`config.mk`:
```
export PLATFORM = sky130hd
export DESIGN_NAME = muldiv_unit
export DESIGN_NICKNAME = d
export VERILOG_FILES = /design/src/rtl/muldiv_unit.sv
export SDC_FILE = /design/constraint.sdc
export NUM_CORES = 1
export LEC_CHECK = 0
export CORE_ASPECT_RATIO = 2
export CORE_MARGIN = 2
export CORE_UTILIZATION = 50
export DETAILED_ROUTE_END_ITERATION = 7
export PLACE_DENSITY = 0.75
export SLEW_MARGIN = 0
export SYNTH_ARGS = -nofsm -noshare
export SYNTH_HDL_FRONTEND = slang
export SYNTH_SLANG_ARGS = --single-unit
```
`constraint.sdc`:
```
create_clock -name iCLK -period 3.6 [get_ports iCLK]
set_input_delay 0.9 -clock iCLK [delete_from_list [all_inputs] [get_ports iCLK]]
set_output_delay 0.9 -clock iCLK [all_outputs]
set_load 0.01 [all_outputs]
```
`src/rtl/muldiv_unit.sv`:
```
// muldiv_unit: iterative RV32M multiply/divide unit.
// One operation at a time through a start/busy/done handshake. Multiplies use
// shift-add and divides use restoring division, one bit per cycle over 32
// cycles, followed by a sign-correction/result-select cycle. Divide-by-zero and
// signed overflow skip the iteration and complete one cycle after accept.
module muldiv_unit #(
  parameter int XLEN = 32
) (
  input  logic            iCLK,
  input  logic            iRST_n,
  input  logic            iStart,
  input  logic            iFlush,
  input  logic [2:0]      iOp,
  input  logic [XLEN-1:0] iA,
  input  logic [XLEN-1:0] iB,
  output logic            oBusy,
  output logic            oDone,
  output logic [XLEN-1:0] oResult
);

  typedef enum logic [1:0] {S_IDLE, S_CALC, S_FIX} state_t;

  state_t       r_state;
  state_t       w_state_next;
  logic [4:0]   r_cnt;
  logic [2:0]   r_op;
  logic         r_neg_q;    // product / quotient sign
  logic         r_neg_r;    // remainder sign
  logic         r_special;  // r_rem holds a preloaded final answer
  // Multiply: {accumulator, multiplier}. Divide: low half is dividend/quotient.
  logic [63:0]  r_prod;
  logic [31:0]  r_b;
  logic [31:0]  r_rem;
  logic         r_done;
  logic [31:0]  r_result;

  // Request decode and operand conditioning at the accepting edge
  logic         w_accept;
  logic         w_a_signed;
  logic         w_b_signed;
  logic         w_sa;
  logic         w_sb;
  logic [31:0]  w_mag_a;
  logic [31:0]  w_mag_b;
  logic         w_div_zero;
  logic         w_overflow;
  logic         w_special;
  logic [31:0]  w_spec_res;

  assign w_accept   = (r_state == S_IDLE) && iStart && !iFlush;
  assign w_a_signed = (iOp == 3'd1) || (iOp == 3'd2) || (iOp == 3'd4) || (iOp == 3'd6);
  assign w_b_signed = (iOp == 3'd1) || (iOp == 3'd4) || (iOp == 3'd6);
  assign w_sa       = w_a_signed && iA[31];
  assign w_sb       = w_b_signed && iB[31];
  assign w_mag_a    = w_sa ? (~iA + 32'd1) : iA;
  assign w_mag_b    = w_sb ? (~iB + 32'd1) : iB;
  assign w_div_zero = iOp[2] && (iB == 32'd0);
  // Only DIV/REM (op bit0 clear) are signed divides.
  assign w_overflow = iOp[2] && !iOp[0] && (iA == 32'h8000_0000) && (iB == 32'hFFFF_FFFF);
  assign w_special  = w_div_zero || w_overflow;
  // iOp[1] selects remainder (REM/REMU) over quotient (DIV/DIVU).
  assign w_spec_res = w_div_zero ? (iOp[1] ? iA : 32'hFFFF_FFFF)
                                 : (iOp[1] ? 32'd0 : 32'h8000_0000);

  // One iteration step for each algorithm
  logic [32:0]  w_mul_sum;
  logic [63:0]  w_mul_next;
  logic [32:0]  w_trial;
  logic [32:0]  w_diff;
  logic         w_ge;
  logic [31:0]  w_rem_next;

  assign w_mul_sum  = {1'b0, r_prod[63:32]} + (r_prod[0] ? {1'b0, r_b} : 33'd0);
  assign w_mul_next = {w_mul_sum, r_prod[31:1]};
  assign w_trial    = {r_rem, r_prod[31]};
  assign w_diff     = w_trial - {1'b0, r_b};
  assign w_ge       = (w_trial >= {1'b0, r_b});
  assign w_rem_next = w_ge ? w_diff[31:0] : w_trial[31:0];

  // Sign correction and result selection for the FIX cycle
  logic [63:0]  w_prod_fix;
  logic [31:0]  w_quot_fix;
  logic [31:0]  w_rem_fix;
  logic [31:0]  w_fix_res;

  assign w_prod_fix = r_neg_q ? (~r_prod + 64'd1) : r_prod;
  assign w_quot_fix = r_neg_q ? (~r_prod[31:0] + 32'd1) : r_prod[31:0];
  assign w_rem_fix  = r_neg_r ? (~r_rem + 32'd1) : r_rem;

  // Pick the architectural result; preloaded special answers bypass correction
  always_comb begin
    w_fix_res = 32'd0;
    if (r_special) begin
      w_fix_res = r_rem;
    end else begin
      case (r_op)
        3'd0:                w_fix_res = w_prod_fix[31:0];
        3'd1, 3'd2, 3'd3:    w_fix_res = w_prod_fix[63:32];
        3'd4, 3'd5:          w_fix_res = w_quot_fix;
        default:             w_fix_res = w_rem_fix;
      endcase
    end
  end

  // State register
  always_ff @(posedge iCLK or negedge iRST_n) begin
    if (!iRST_n) r_state <= S_IDLE;
    else         r_state <= w_state_next;
  end

  // Next-state logic; flush overrides every transition
  always_comb begin
    w_state_next = r_state;
    case (r_state)
      S_IDLE:  if (w_accept) w_state_next = w_special ? S_FIX : S_CALC;
      S_CALC:  if (r_cnt == 5'd31) w_state_next = S_FIX;
      S_FIX:   w_state_next = S_IDLE;
      default: w_state_next = S_IDLE;
    endcase
    if (iFlush) w_state_next = S_IDLE;
  end

  // Operand capture and per-cycle iteration datapath
  always_ff @(posedge iCLK or negedge iRST_n) begin
    if (!iRST_n) begin
      r_cnt     <= 5'd0;
      r_op      <= 3'd0;
      r_neg_q   <= 1'b0;
      r_neg_r   <= 1'b0;
      r_special <= 1'b0;
      r_prod    <= 64'd0;
      r_b       <= 32'd0;
      r_rem     <= 32'd0;
    end else if (w_accept) begin
      r_cnt     <= 5'd0;
      r_op      <= iOp;
      r_neg_q   <= w_sa ^ w_sb;
      r_neg_r   <= w_sa;
      r_special <= w_special;
      r_prod    <= {32'd0, w_mag_a};
      r_b       <= w_mag_b;
      r_rem     <= w_special ? w_spec_res : 32'd0;
    end else if ((r_state == S_CALC) && !iFlush) begin
      r_cnt <= r_cnt + 5'd1;
      if (r_op[2]) begin
        r_rem         <= w_rem_next;
        r_prod[31:0]  <= {r_prod[30:0], w_ge};
      end else begin
        r_prod <= w_mul_next;
      end
    end
  end

  // Completion: load the result and pulse done unless the FIX cycle is flushed
  always_ff @(posedge iCLK or negedge iRST_n) begin
    if (!iRST_n) begin
      r_done   <= 1'b0;
      r_result <= 32'd0;
    end else begin
      r_done <= (r_state == S_FIX) && !iFlush;
      if ((r_state == S_FIX) && !iFlush) r_result <= w_fix_res;
    end
  end

  assign oBusy   = (r_state != S_IDLE);
  assign oDone   = r_done;
  assign oResult = r_result;

endmodule
```
**After elaboration in Yosys (flattened, before gate mapping)**

Cells that the tools add are included.

- Bits in registers: 174
- Logic and storage cells: 100
- Input bits: 71
- Output and inout port bits: 34

- Mux-type cells: 27
- Equal/unequal tests: 17
- Order comparisons: 1
- Bitwise gates (word level): 6
- $add $sub $neg: 8
- Reductions and logical operators: 29

Operator list:

| operator | count |
|---|---|
| 32-bit 2-to-1 mux | 16 |
| 64-bit 2-to-1 mux | 3 |
| 32-bit by 1-bit adder with 32-bit output, second input constant | 4 |
| 32-bit NOT | 4 |
| 32-bit case mux with 3 select lines | 1 |
| 64-bit by 1-bit adder with 64-bit output, second input constant | 1 |
| 32-bit == test, second input constant | 2 |
| 64-bit NOT | 1 |
| 32-bit by 32-bit adder with 33-bit output | 1 |
| 33-bit by 32-bit greater-or-equal comparator with 1-bit output | 1 |
| 32-bit zero test | 1 |
| 32-bit subtractor | 1 |
| 3-bit == test, second input constant | 4 |
| 1-bit logical AND | 10 |
| 5-bit 2-to-1 mux | 2 |
| 3-bit by 2-bit == test with 1-bit output, second input constant | 3 |
| 2-bit 2-to-1 mux | 4 |
| 3-bit by 1-bit == test with 1-bit output, second input constant | 2 |
| 1-bit logical OR | 6 |
| 3-bit inequality test, second input constant | 2 |
| 2-bit AND reduction | 3 |
| 2-bit nonzero test | 3 |
| 5-bit by 1-bit adder with 5-bit output, second input constant | 1 |
| 5-bit == test, second input constant | 1 |
| other kinds (10) | 11 |

**Depth between registers and ports, before layout**

- Depth after elaboration: 9
- Gate-level depth with buffers: 16
- Gate-level depth less buffers: 13

**Worst setup path before layout**

No wires, ideal clock.

- Path kind: flip-flop to flip-flop
- Start point: register r_prod[0]
- End point: register r_prod[62]
- Required time: 3.517 ns
- Arrival time: 3.620 ns
- Path buffers: 3
- Library setup time: 0.083 ns
- Stages on the path, launching flop included: 16
- Clock period less this slack: 3.703 ns
- Setup slack: -0.103 ns
- Cell sequence: dfrtp_1 -> clkbuf_1 -> inv_1 -> clkbuf_1 -> nor2_1 -> ha_1 -> clkbuf_1 -> inv_1 -> or4_1 -> o31ai_1 -> a221oi_1 -> a22oi_1 -> a221oi_1 -> a311o_1 -> xor2_1 -> o21ai_0

- Longest elaborated chain between the ends: 5

RTL lines:

| element | line | source |
|---|---|---|
| from (decl) | 31 | `logic [63:0] r_prod;` |
| from (signal assigned) | 140 | `r_prod <= {32'd0, w_mag_a};` |
| from (signal assigned) | 147 | `r_prod[31:0] <= {r_prod[30:0], w_ge};` |
| from (signal assigned) | 149 | `r_prod <= w_mul_next;` |
| 32-bit 2-to-1 mux | 73 | `assign w_mul_sum = {1'b0, r_prod[63:32]} + (r_prod[0] ? {1'b0, r_b} : 33'd0);` |
| 32-bit by 32-bit adder with 33-bit output | 73 |  |
| 32-bit 2-to-1 mux | 145 | `if (r_op[2]) begin` |
| 64-bit 2-to-1 mux | 143 | `end else if ((r_state == S_CALC) && !iFlush) begin` |
| 64-bit 2-to-1 mux | 134 | `end else if (w_accept) begin` |

No other way between the ends. The select of a mux whose other input is x is not followed.
A chain may end at the register's enable or synchronous reset.

**Worst setup path after layout**

- Start point: register r_prod[0]
- End point: register r_prod[63]

Same word-level chain as after synthesis.

==> run summary <==
critical path startpoint category -> flop
Mapped Nets -> 2100
count of pins over their slew limit -> 0
Ys Warns -> 0
antenna violations before repair -> 2
number of global-route vias before repair -> 16.4k
first-pass GRT wire length -> 94200 µm
Yosys reg bits -> 174
routed vias/inst -> 6.36
Critical Path Fanout Max -> 8
Setup Slack @ Placement -> -325 ps
r2r setup slk -> 30 ps
final net count -> 2318
Final Wtd Congestion -> 1.04
largest net degree at the start of global routing -> 94
Seq/Total Area, Yosys -> 0.286
largest area contributor in the netlist -> dfrtp_1
Post-Route Utilization -> 0.623
Non-Filler Instances -> 2557
die height -> 251 µm
crit-path leading delay family -> compound AO/OA/AOI/OAI gates
core area -> 0.0301 mm²
wire per inst -> 24.4 µm
Pleak -> 8.29 nW
total CTS buffers -> 17
DRT iter0 DRCs -> 1218
Final Instance Area -> 0.0187 mm²
CP Cell Sequence -> buf_4, and2_1, ha_4, fa_2, a211oi_4, o21bai_1, a21o_1, a32oi_2, buf_4, a221oi_2, a21oi_1, buf_4, o21bai_1, a21oi_2, a21oi_1, o41a_1
starting density of the core -> 0.506
capturing point of the worst reg2reg path -> r_prod[63]
chip width -> 127 µm
DP HPWL -> 49200 µm
outcome -> finished, final reports clean
commonest cells in the netlist -> 220 x a21oi_1, 202 x o21ai_0, 181 x nand2_1, 174 x dfrtp_1, 150 x nor2_1
DRC viols -> 0
CTS Buffer Depth -> 2
area grow syn2layout -> 23.2%
I/O Buffers -> 104
fin crit share -> 0.993
Rel. slew slack -> 0.364
DRT Pass-1 Iters -> 6
H-Tree Depth -> 4
CTS tree -> done
Hold Path Class -> in2async
CTS root buf -> clkbuf_16
total power draw -> 12.3 mW
arrival time at the worst endpoint -> 3920 ps
CP Launch Point -> r_prod[0]
max cap viols -> 0
CTS Sinks -> 174
clk_skew -> 17.4 ps
min cycle time layout -> 3570 ps
RR Startpoint -> r_prod[0]
Final ANT Viol Nets -> 0
CP max stage cell -> dfrtp_1
die area -> 0.0319 mm²
ys flop type -> dfrtp_1
critical path required time -> 3950 ps
cts hold-fix bufs -> 0
final worst slack -> 26.6 ps
layout cells sized above 1 -> 0.138
Setup CP Type -> reg2reg
via count -> 16.3k
clock slew at reported path FFs -> 70 ps
post-synth top area share -> 0.286
CP max stage delay -> 390 ps
CP most frequent cell -> buf_4
TNS Setup -> 0 ps
DP Cell Count -> 2518
Worst R2R Path Depth -> 16
Worst Setup End Kind -> flop
WHS -> 465 ps
CP Capture Point -> r_prod[63]
cell count after synthesis -> 1956
IO Count -> 105
Tot GR Track Use -> 0.392
synth unique cells -> 76
final hold vios -> 0
Worst IR Drop VDD -> 446 µV
Worst Tran Pin Value -> 954 ps
dpl cell area -> 0.0180 mm²
Power Density -> 659 mW/mm²
fmax -> 280 MHz
top cells by area, synth -> dfrtp_1 29%, a21oi_1 7.2%, xnor2_1 6.7%, o21ai_0 6.6%, ha_1 5.8%
Syn Area/Cell -> 7.78 µm²
fill cell count -> 2754
Async S/R FF share, synth -> 1.00
most numerous cell in the Yosys netlist -> a21oi_1
post-synthesis cell area -> 0.0152 mm²
Worst-Skew Late Latency -> 470 ps
Worst Path Buf+Inv -> 3
final WL -> 62500 µm
GR Overflow Total -> 0
Setup-failing EPs final -> 0
cell row count -> 90
Post-synth EDFFs -> 0
CP Depth -> 16
RSZ-0062 raised after global routing -> true
cells in the final DEF (no fill, tap or decap), drive strengths merged, types with 19 or more instances in the layout:
cell and count:
a21oi 220, buf 216, o21ai 206, nand2 181
dfrtp 174, nor2 150, xnor2 117, clkdlybuf4s50 103
inv 94, ha 71, xor2 69, mux2i 57
nand3 51, o31ai 41, a211oi 33, nor3 27
a21o 26, or3 23, o41ai 21, or4 21
a31oi 20, nor4 20, nand4 19, clkbuf 19
where the power goes:
part	total (mW)	internal, mW	switching [mW]
Combinational	7.60	3.30	4.31
Clock	1.77	0.884	0.890
Sequential	2.96	2.38	0.588
Total	12.3	6.56	5.78
worst min path at each step:
stage | start | to
3_5_place_dp | r_b[3] | r_b[3]
2_1_floorplan | r_op[0] | r_op[0]
6_report | iRST_n | r_b[28]
5_1_grt | iRST_n | r_prod[59]
4_1_cts | iRST_n | r_prod[59]
3_3_place_gp | r_b[25] | r_b[25]
layout make-up:
type                            count  area, µm²  share of cell area
Clock buffer                       19        433              0.0231
Multi-Input combinational cell   1570      10300               0.548
Clock inverter                     13       93.8             0.00501
Timing Repair Buffer              319       2780               0.148
Antenna cell                        2       5.00            0.000267
Tap cell                          368        460              0.0246
Sequential cell                   174       4360               0.233
Inverter                           92        345              0.0184
worst reg2reg max path, cell delays in order, from the launching register on:
cell	delay (ps)
dfrtp_1	390
buf_4	180
and2_1	190
ha_4	190
fa_2	370
a211oi_4	260
o21bai_1	130
a21o_1	230
a32oi_2	250
buf_4	190
a221oi_2	60
a21oi_1	150
buf_4	170
o21bai_1	80
a21oi_2	200
a21oi_1	90
o41a_1	320
per-layer routing:
| metal | vias up | part of all wire | GRT usage |
|---|---|---|---|
| met5 | - | 0 | 0 |
| met3 | 287 | 0.054 | 0.0679 |
| met2 | 685 | 0.50 | 0.680 |
| li1 | 7536 | - | - |
| met4 | 0 | 0.10 | 0.330 |
| met1 | 7767 | 0.34 | 0.402 |
sequential cells by signal, indices dropped and copies added, names as in the netlist:
| name | flops |
|---|---|
| r_prod | 64 |
| r_b | 32 |
| r_rem | 32 |
| r_op | 3 |
| r_cnt | 5 |
| r_neg_q | 1 |
| r_state | 2 |
| oResult | 32 |
| r_special | 1 |
| oDone | 1 |
| r_neg_r | 1 |
cell families (layout without fill, tap and decap cells):
group / Yosys count / count (layout) / share of synthesized area
AOI/OAI and AO/OA: 680 / 680 / 0.271
xor gates and xnor gates: 186 / 186 / 0.107
adders and majority gates: 73 / 73 / 0.0610
buffers and inverters: 212 / 443 / 0.0527
DFF: 174 / 174 / 0.286
muxes: 60 / 60 / 0.0397
other: 0 / 2 / 0
and+or+nand+nor: 571 / 571 / 0.182
what timing repair did:
item	CTS	global route
hold endpoints to repair	0	0
endpoints found under the setup margin	32	52
pin swaps	5	8
buffers inserted	3	2
resized for setup	10	30
No activity file was read; power rests on OpenSTA's default activity.
